### src/rtl/sram_master.sv
// rtl/sram_master.sv - single-word request/response initiator for the sram chip-select port
// Strobes are held for WAIT_CYCLES+1 cycles; misaligned requests answer with resp_err and no access.
module sram_master #(
   parameter int WAIT_CYCLES = 1,
   parameter int ADDR_W      = 32,
   parameter int DATA_W      = 32
) (
   input  logic              clk,
   input  logic              rst,
   input  logic              req_valid,
   output logic              req_ready,
   input  logic              req_we,
   input  logic [ADDR_W-1:0] req_addr,
   input  logic [DATA_W-1:0] req_wdata,
   output logic              resp_valid,
   input  logic              resp_ready,
   output logic [DATA_W-1:0] resp_rdata,
   output logic              resp_err,
   output logic              cs,
   output logic              oe,
   output logic              we,
   output logic [ADDR_W-1:0] addr,
   output logic [DATA_W-1:0] din,
   input  logic [DATA_W-1:0] dout,
   output logic [15:0]       txn_count
);

   typedef enum logic [1:0] {S_IDLE, S_ACCESS, S_RESP} state_t;

   state_t              r_state,      w_state_nx;
   logic                r_req_ready,  w_req_ready_nx;
   logic                r_is_wr,      w_is_wr_nx;
   logic [3:0]          r_wait,       w_wait_nx;
   logic                r_cs,         w_cs_nx;
   logic                r_oe,         w_oe_nx;
   logic                r_we,         w_we_nx;
   logic [ADDR_W-1:0]   r_addr,       w_addr_nx;
   logic [DATA_W-1:0]   r_din,        w_din_nx;
   logic                r_resp_valid, w_resp_valid_nx;
   logic [DATA_W-1:0]   r_resp_rdata, w_resp_rdata_nx;
   logic                r_resp_err,   w_resp_err_nx;
   logic [15:0]         r_txn_count,  w_txn_count_nx;

   always_ff @(posedge clk or posedge rst) begin
      if (rst) begin
         r_state      <= S_IDLE;
         r_req_ready  <= 1'b0;
         r_is_wr      <= 1'b0;
         r_wait       <= '0;
         r_cs         <= 1'b0;
         r_oe         <= 1'b0;
         r_we         <= 1'b0;
         r_addr       <= '0;
         r_din        <= '0;
         r_resp_valid <= 1'b0;
         r_resp_rdata <= '0;
         r_resp_err   <= 1'b0;
         r_txn_count  <= '0;
      end else begin
         r_state      <= w_state_nx;
         r_req_ready  <= w_req_ready_nx;
         r_is_wr      <= w_is_wr_nx;
         r_wait       <= w_wait_nx;
         r_cs         <= w_cs_nx;
         r_oe         <= w_oe_nx;
         r_we         <= w_we_nx;
         r_addr       <= w_addr_nx;
         r_din        <= w_din_nx;
         r_resp_valid <= w_resp_valid_nx;
         r_resp_rdata <= w_resp_rdata_nx;
         r_resp_err   <= w_resp_err_nx;
         r_txn_count  <= w_txn_count_nx;
      end
   end

   always_comb begin
      w_state_nx      = r_state;
      w_req_ready_nx  = r_req_ready;
      w_is_wr_nx      = r_is_wr;
      w_wait_nx       = r_wait;
      w_cs_nx         = r_cs;
      w_oe_nx         = r_oe;
      w_we_nx         = r_we;
      w_addr_nx       = r_addr;
      w_din_nx        = r_din;
      w_resp_valid_nx = r_resp_valid;
      w_resp_rdata_nx = r_resp_rdata;
      w_resp_err_nx   = r_resp_err;
      w_txn_count_nx  = r_txn_count;
      case (r_state)
         S_IDLE: begin
            // req_ready comes up one edge after reset release, so that edge never accepts
            w_req_ready_nx = 1'b1;
            if (req_valid && r_req_ready) begin
               w_req_ready_nx = 1'b0;
               w_is_wr_nx     = req_we;
               if (req_addr[1:0] != 2'b00) begin
                  w_state_nx      = S_RESP;
                  w_resp_valid_nx = 1'b1;
                  w_resp_err_nx   = 1'b1;
                  w_resp_rdata_nx = '0;
               end else begin
                  w_state_nx = S_ACCESS;
                  w_wait_nx  = 4'(WAIT_CYCLES);
                  w_cs_nx    = 1'b1;
                  w_we_nx    = req_we;
                  w_oe_nx    = !req_we;
                  w_addr_nx  = req_addr;
                  w_din_nx   = req_we ? req_wdata : '0;
               end
            end
         end
         S_ACCESS: begin
            if (r_wait == 4'd0) begin
               w_resp_rdata_nx = r_is_wr ? '0 : dout;
               w_cs_nx         = 1'b0;
               w_oe_nx         = 1'b0;
               w_we_nx         = 1'b0;
               w_din_nx        = '0;
               w_resp_valid_nx = 1'b1;
               w_resp_err_nx   = 1'b0;
               w_state_nx      = S_RESP;
            end else begin
               w_wait_nx = r_wait - 4'd1;
            end
         end
         S_RESP: begin
            if (resp_ready) begin
               w_resp_valid_nx = 1'b0;
               w_resp_err_nx   = 1'b0;
               w_txn_count_nx  = r_txn_count + 16'd1;
               w_req_ready_nx  = 1'b1;
               w_state_nx      = S_IDLE;
            end
         end
         default: w_state_nx = S_IDLE;
      endcase
   end

   assign req_ready  = r_req_ready;
   assign resp_valid = r_resp_valid;
   assign resp_rdata = r_resp_rdata;
   assign resp_err   = r_resp_err;
   assign cs         = r_cs;
   assign oe         = r_oe;
   assign we         = r_we;
   assign addr       = r_addr;
   assign din        = r_din;
   assign txn_count  = r_txn_count;

endmodule

### config.mk
export PLATFORM = sky130hd
export DESIGN_NAME = sram_master
export DESIGN_NICKNAME = d
export VERILOG_FILES = /design/src/rtl/sram_master.sv
export SDC_FILE = /design/constraint.sdc
export NUM_CORES = 1
export LEC_CHECK = 0
export BUFFER_PORTS_ARGS = -buffer_cell sky130_fd_sc_hd__buf_2
export CELL_PAD_IN_SITES_DETAIL_PLACEMENT = 0
export CELL_PAD_IN_SITES_GLOBAL_PLACEMENT = 2
export CORE_UTILIZATION = 25
export CTS_CLUSTER_SIZE = 14
export DETAILED_ROUTE_END_ITERATION = 6
export PLACE_DENSITY = 0.82
export SYNTH_ARGS = -nofsm -noshare
export SYNTH_HDL_FRONTEND = slang
export SYNTH_SLANG_ARGS = --single-unit
### constraint.sdc
create_clock -name clk -period 4.65 [get_ports clk]
set_input_delay 0 -clock clk [delete_from_list [all_inputs] [get_ports clk]]
set_output_delay 0 -clock clk [all_outputs]
set_load 0.05 [all_outputs]
======== Word level (Yosys, flattened, before mapping) ========
Cells that the tools add are included.
word-level totals
  logic and storage cells ................. 79
  register bits after elaboration ......... 125
operators by class
  equality and inequality tests ........... 8
  reduce and logical (&&, ||, !) cells .... 17
  mux-type cells .......................... 38
  add/sub/neg operators ................... 2
  bitwise operators ....................... 1
operators by type and width
  cell                     count
  $mux W32                 8
  $pmux W32 S2             2
  $add A16 B1 Y16 const B  1
  $mux W1                  13
  $mux W4                  3
  $ne A2 B2 Y1 const B     6
  $reduce_and A4 Y1        3
  $mux W2                  4
  $pmux W1 S2              4
  $pmux W4 S2              1
  $pmux W1 S3              2
  $pmux W2 S3              1
  $reduce_and A2 Y1        3
  $reduce_and A3 Y1        2
  $reduce_bool A2 Y1       3
  $reduce_and A5 Y1        1
  $logic_not A4 Y1         1
  $sub A4 B1 Y4 const B    1
  $reduce_bool A3 Y1       1
  $eq A2 B1 Y1 const B     1
  $eq A2 B2 Y1 const B     1
  $logic_not A2 Y1         1
  $logic_and A1 B1 Y1      1
  $logic_not A1 Y1         1
  $not A1 Y1               1

======== Depth between registers and ports, before layout ========
  depth after elaboration ................. 4
  mapped depth ............................ 8
  mapped depth without buffers ............ 6

======== Least setup slack after synthesis ========
No wires, ideal clock.
  path type ............................... register -> register
  from .................................... reg r_wait[0]
  to ...................................... reg r_resp_valid (netlist: resp_valid)
  period minus slack after synthesis ...... 2.015 ns
  buffers on the path ..................... 0
  data arrival time ....................... 1.890 ns
  library setup time ...................... 0.125 ns
  slack ................................... 2.635 ns
  stages on the path, launching flop included .. 7
  cell sequence ........................... dfrtp_1 inv_1 ha_1 or3b_4 a222oi_1 o211ai_1 mux2_2
between the ends
  word-level cells in the longest chain between the ends .. 3
ends and longest elaborated chain
  item                         line  RTL
  start: declaration           33    logic [3:0] r_wait, w_wait_nx;
  start signal: assignment     63    r_wait <= w_wait_nx;
  $logic_not A4 Y1             114   if (r_wait == 4'd0) begin
  $ne A2 B2 Y1 (no line)       -
  $reduce_and A5 Y1 (no line)  -
  end signal: assignment       69    r_resp_valid <= w_resp_valid_nx;
  end: declaration             39    logic r_resp_valid, w_resp_valid_nx;
No other way between the ends.
A chain may end at the register's enable or synchronous reset.

======== Worst setup path after layout ========
  from .................................... reg r_state[0]
  to ...................................... reg r_din[4] (netlist: din[4])
between the ends
  word-level cells in the longest chain between the ends .. 3
ends and longest elaborated chain
  item                                                          line  RTL
  start: declaration                                            30    state_t r_state, w_state_nx;
  start signal: assignment                                      60    r_state <= w_state_nx;
  $eq A2 B1 Y1 or $logic_not A2 Y1 (tied branches)              90    case (r_state)
  $ne A2 B2 Y1 (no line) or $reduce_bool A2 Y1 (tied branches)  -
  $reduce_and A4 Y1 (no line)                                   -
  end signal: assignment                                        68    r_din <= w_din_nx;
  end: declaration                                              38    logic [DATA_W-1:0] r_din, w_din_nx;
Parallel ways exist; a longest one is shown, timed or not.

==> impl_metrics.env <==
export IMPL_clk_latency_ns=0.41
export IMPL_post_drt_wl_per_cell_um=13.29
export IMPL_die_width_um=142.7
export IMPL_cellPowerDensity_nw_per_um2=698.9
export IMPL_status="completed"
export IMPL_cts_tree="yes"
export IMPL_synthTopCellsByArea="dfrtp_1, mux2_2, nand2_1"
export IMPL_p_comb_share_pct=44.5
export IMPL_fp_dieArea_um2=20360
export IMPL_fillers=1822
export IMPL_critical_path_buf_inv_count=1
export IMPL_finClkSkew_ns=0.007906
export IMPL_postRouteAntennaNets=0
export IMPL_tns_ns=0
export IMPL_clock_sinks=125
export IMPL_crit_family="simple AND/OR/NAND/NOR gates"
export IMPL_drive_above_1_share_pct=39.14
export IMPL_fp_dieH_um=142.7
export IMPL_sequentialPowerShare_pct=30.3
export IMPL_drv_slew=0
export IMPL_fmax_mhz=372.0
export IMPL_r2r_start="r_state[0]"
export IMPL_worstRegToRegCells=6
export IMPL_crit_path_end_kind="flop"
export IMPL_drc=0
export IMPL_drt_first_pass_iters=5
export IMPL_hpwl_um=8589
export IMPL_num_vias=4333
export IMPL_yosysWarnings=0
export IMPL_ir_drop_v=0.0003155
export IMPL_io_pins=219
export IMPL_area_growth_pct=61.06
export IMPL_synthMuxAreaShare_pct=7.282
export IMPL_synth_top_family_by_area="compound AO/OA/AOI/OAI gates"
export IMPL_hold_viol_final=0
export IMPL_hold_depth=3
export IMPL_synth_flop_cell="dfrtp_1"
export IMPL_critPathRequiredTime_ns=4.99
export IMPL_fin_nets=840
export IMPL_finalHoldWorstSlack_ns=0.04706
export IMPL_synthArstFlopShare_pct=100.0
export IMPL_post_cts_setup_buffers=0
export IMPL_synth_xor_area_share_pct=2.655
export IMPL_worstMarginPinSlew_ns=1.216
export IMPL_ys_ff_latch=125
export IMPL_p_sw_share_pct=45.03
export IMPL_rsz0062_at_grt="false"
export IMPL_setup_viol=0
export IMPL_critPathMaxStageDelay_ns=0.96
export IMPL_grt_max_degree=73
export IMPL_yosysSeqAreaShare_pct=63.21
export IMPL_fp_row_count=51
export IMPL_synth_top_area_share_pct=63.21
export IMPL_synth_fa_ha_area_share_pct=1.517
export IMPL_synth_simple_area_share_pct=10.19
export IMPL_critical_path_class="reg -> reg"
export IMPL_final_period_utilization_pct=57.81
export IMPL_critical_path_cell_chain="inv_1, ha_1, nor3b_1, nand3_1, nor3_4, a22o_1"
export IMPL_syn_num_nets=521
export IMPL_htreeDepth=4
export IMPL_grt_first_pass_wirelength_um=20840
export IMPL_diodes=0
export IMPL_synth_compound_area_share_pct=12.62
export IMPL_cp_slowest_cell="nor3_4"
export IMPL_p_leak_nw=3.969
export IMPL_syn_avg_cell_area_um2=11.95
export IMPL_clock_power_share_pct=25.2
export IMPL_internal_power_w=0.003062
export IMPL_vias_per_cell=4.286
export IMPL_grt_antenna_before_repair=0
export IMPL_max_cap_violations=0
export IMPL_grt_pass1_vias=4279
export IMPL_clock_path_buffers=2
export IMPL_synth_largest_area_cell="dfrtp_1"
export IMPL_place_ws_ns=1.947
export IMPL_worst_slack_ns=1.962
export IMPL_synthTopCellsByCount="dfrtp_1, nand2_1, o21ai_0"
export IMPL_cp_arrival_ns=3.02
export IMPL_startpoint_type="flop"
export IMPL_drt_total_wl_um=13440
export IMPL_min_path_type="in -> reg"
export IMPL_cp_num_cells=6
export IMPL_gp_congestion=0.7217
export IMPL_fin_crit_ns=2.688
export IMPL_synth_cell_type_count=38
export IMPL_netSwitchingPower_w=0.002509
export IMPL_core_um2=19460
export IMPL_hp_start="req_valid"
export IMPL_relSlewSlack_pct=18.66
export IMPL_portBuffers=218
export IMPL_track_usage_pct=13.33
export IMPL_critPathMaxFanout=33
export IMPL_syn_cell_area_um2=4948
export IMPL_synthCells=414
export IMPL_drtIter0Drc=138
export IMPL_cts_root_buf="clkbuf_16"
export IMPL_overflow=0
export IMPL_startpoint="r_state[0]"
export IMPL_yosysMostFrequentCell="dfrtp_1"
export IMPL_start_util_pct=25.43
export IMPL_cts_made_buffers=17
export IMPL_synth_edff_count=0
export IMPL_clk_pin_slew_ns=0.06
## cell families (layout without fill, tap and decap cells)
| kind of cell | count (synthesis) | count (layout) |
|---|---|---|
| multiplexers | 32 | 32 |
| XOR/XNOR | 15 | 15 |
| buffers and inverters | 31 | 363 |
| AO/OA/AOI/OAI | 91 | 91 |
| adder cells (fa/ha/maj) | 6 | 6 |
| AND/OR/NAND/NOR | 114 | 114 |
| flip-flops | 125 | 125 |
## through the flow
| stage | util [%] | instance area, um^2 | cells | power, W |
|---|---|---|---|---|
| finish | 40.95 | 7970 | 1011 | 0.005571 |
| global route | 40.95 | 7970 | 1011 | 0.005871 |
| CTS | 40.95 | 7970 | 1011 | 0.005629 |
| detailed placement | 32.65 | 6354 | 880 | 0.004121 |
| global placement | 32.65 | 6354 | 880 | 0.004086 |
| floorplan | - | 4949 | 414 | 0.003517 |
## state kept, by name, indices dropped and copies added (netlist names), 2 cells and up
name / flops
txn_count: 16
din: 32
r_state: 2
resp_rdata: 32
r_wait: 4
addr: 32
## routing by layer
layer | track usage, % | up-vias | routed length (um)
met5 | 0 | - | 0
met4 | 4.244 | 0 | 129
met3 | 4.930 | 12 | 890
met2 | 22.91 | 151 | 6591
met1 | 15.32 | 2080 | 5823
li1 | - | 2090 | -
## cells in the final DEF, fill, tap and decap left out, types with 6 or more instances in the layout
cell type,Yosys,routed
buf_2,7,218
xnor2_1,12,12
nand3_1,8,8
dlygate4sd3_1,0,99
dfrtp_1,125,125
o21ai_0,43,43
a22o_1,33,33
mux2_2,32,32
ha_1,6,6
inv_1,10,9
clkbuf_16,0,17
nand2_1,79,79
## layout make-up
cell class	instances	area, um^2	area share (%)
clock buffers	22	464.2	5.824
clock inverters	10	161.4	2.025
inverters	10	40.04	0.5024
multi-input cells	258	1733	21.74
flip-flops and latches	125	3128	39.25
well taps	265	331.6	4.160
repair buffers	321	2112	26.50
## what timing repair did
action	CTS	global route
hold buffers	99	0
resized for setup	0	0
endpoints found under the hold margin	170	0
## power groups by stage
| stage | combinational, W | sequential [W] | clock (W) |
|---|---|---|---|
| finish | 0.00248 | 0.00169 | 0.00140 |
| global route | 0.00263 | 0.00174 | 0.00150 |
| CTS | 0.00250 | 0.00168 | 0.00145 |
| detailed placement | 0.00243 | 0.00169 | 0 |
| global placement | 0.00240 | 0.00169 | 0 |
| floorplan | 0.000617 | 0.00290 | 0 |
## worst paths after layout
| path | slack [ns] | to |
|---|---|---|
| max | 1.96 | din[4] |
| min | 0.05 | r_is_wr |
| max reg2reg | 1.96 | din[4] |
| min reg2reg | 0.48 | resp_rdata[12] |
| max in group asynchronous | 3.07 | resp_rdata[24] |
| min in group asynchronous | 0.32 | din[17] |
## worst reg2reg max path, delay by kind of cell (launching register included)
kind | cells | cell delay [ns]
compound gates | 1 | 0.30
simple gates | 3 | 1.52
fa+ha+maj | 1 | 0.32
flops | 1 | 0.38
buf+inv | 1 | 0.10
Note: power is estimated with default switching activity, not from simulation.
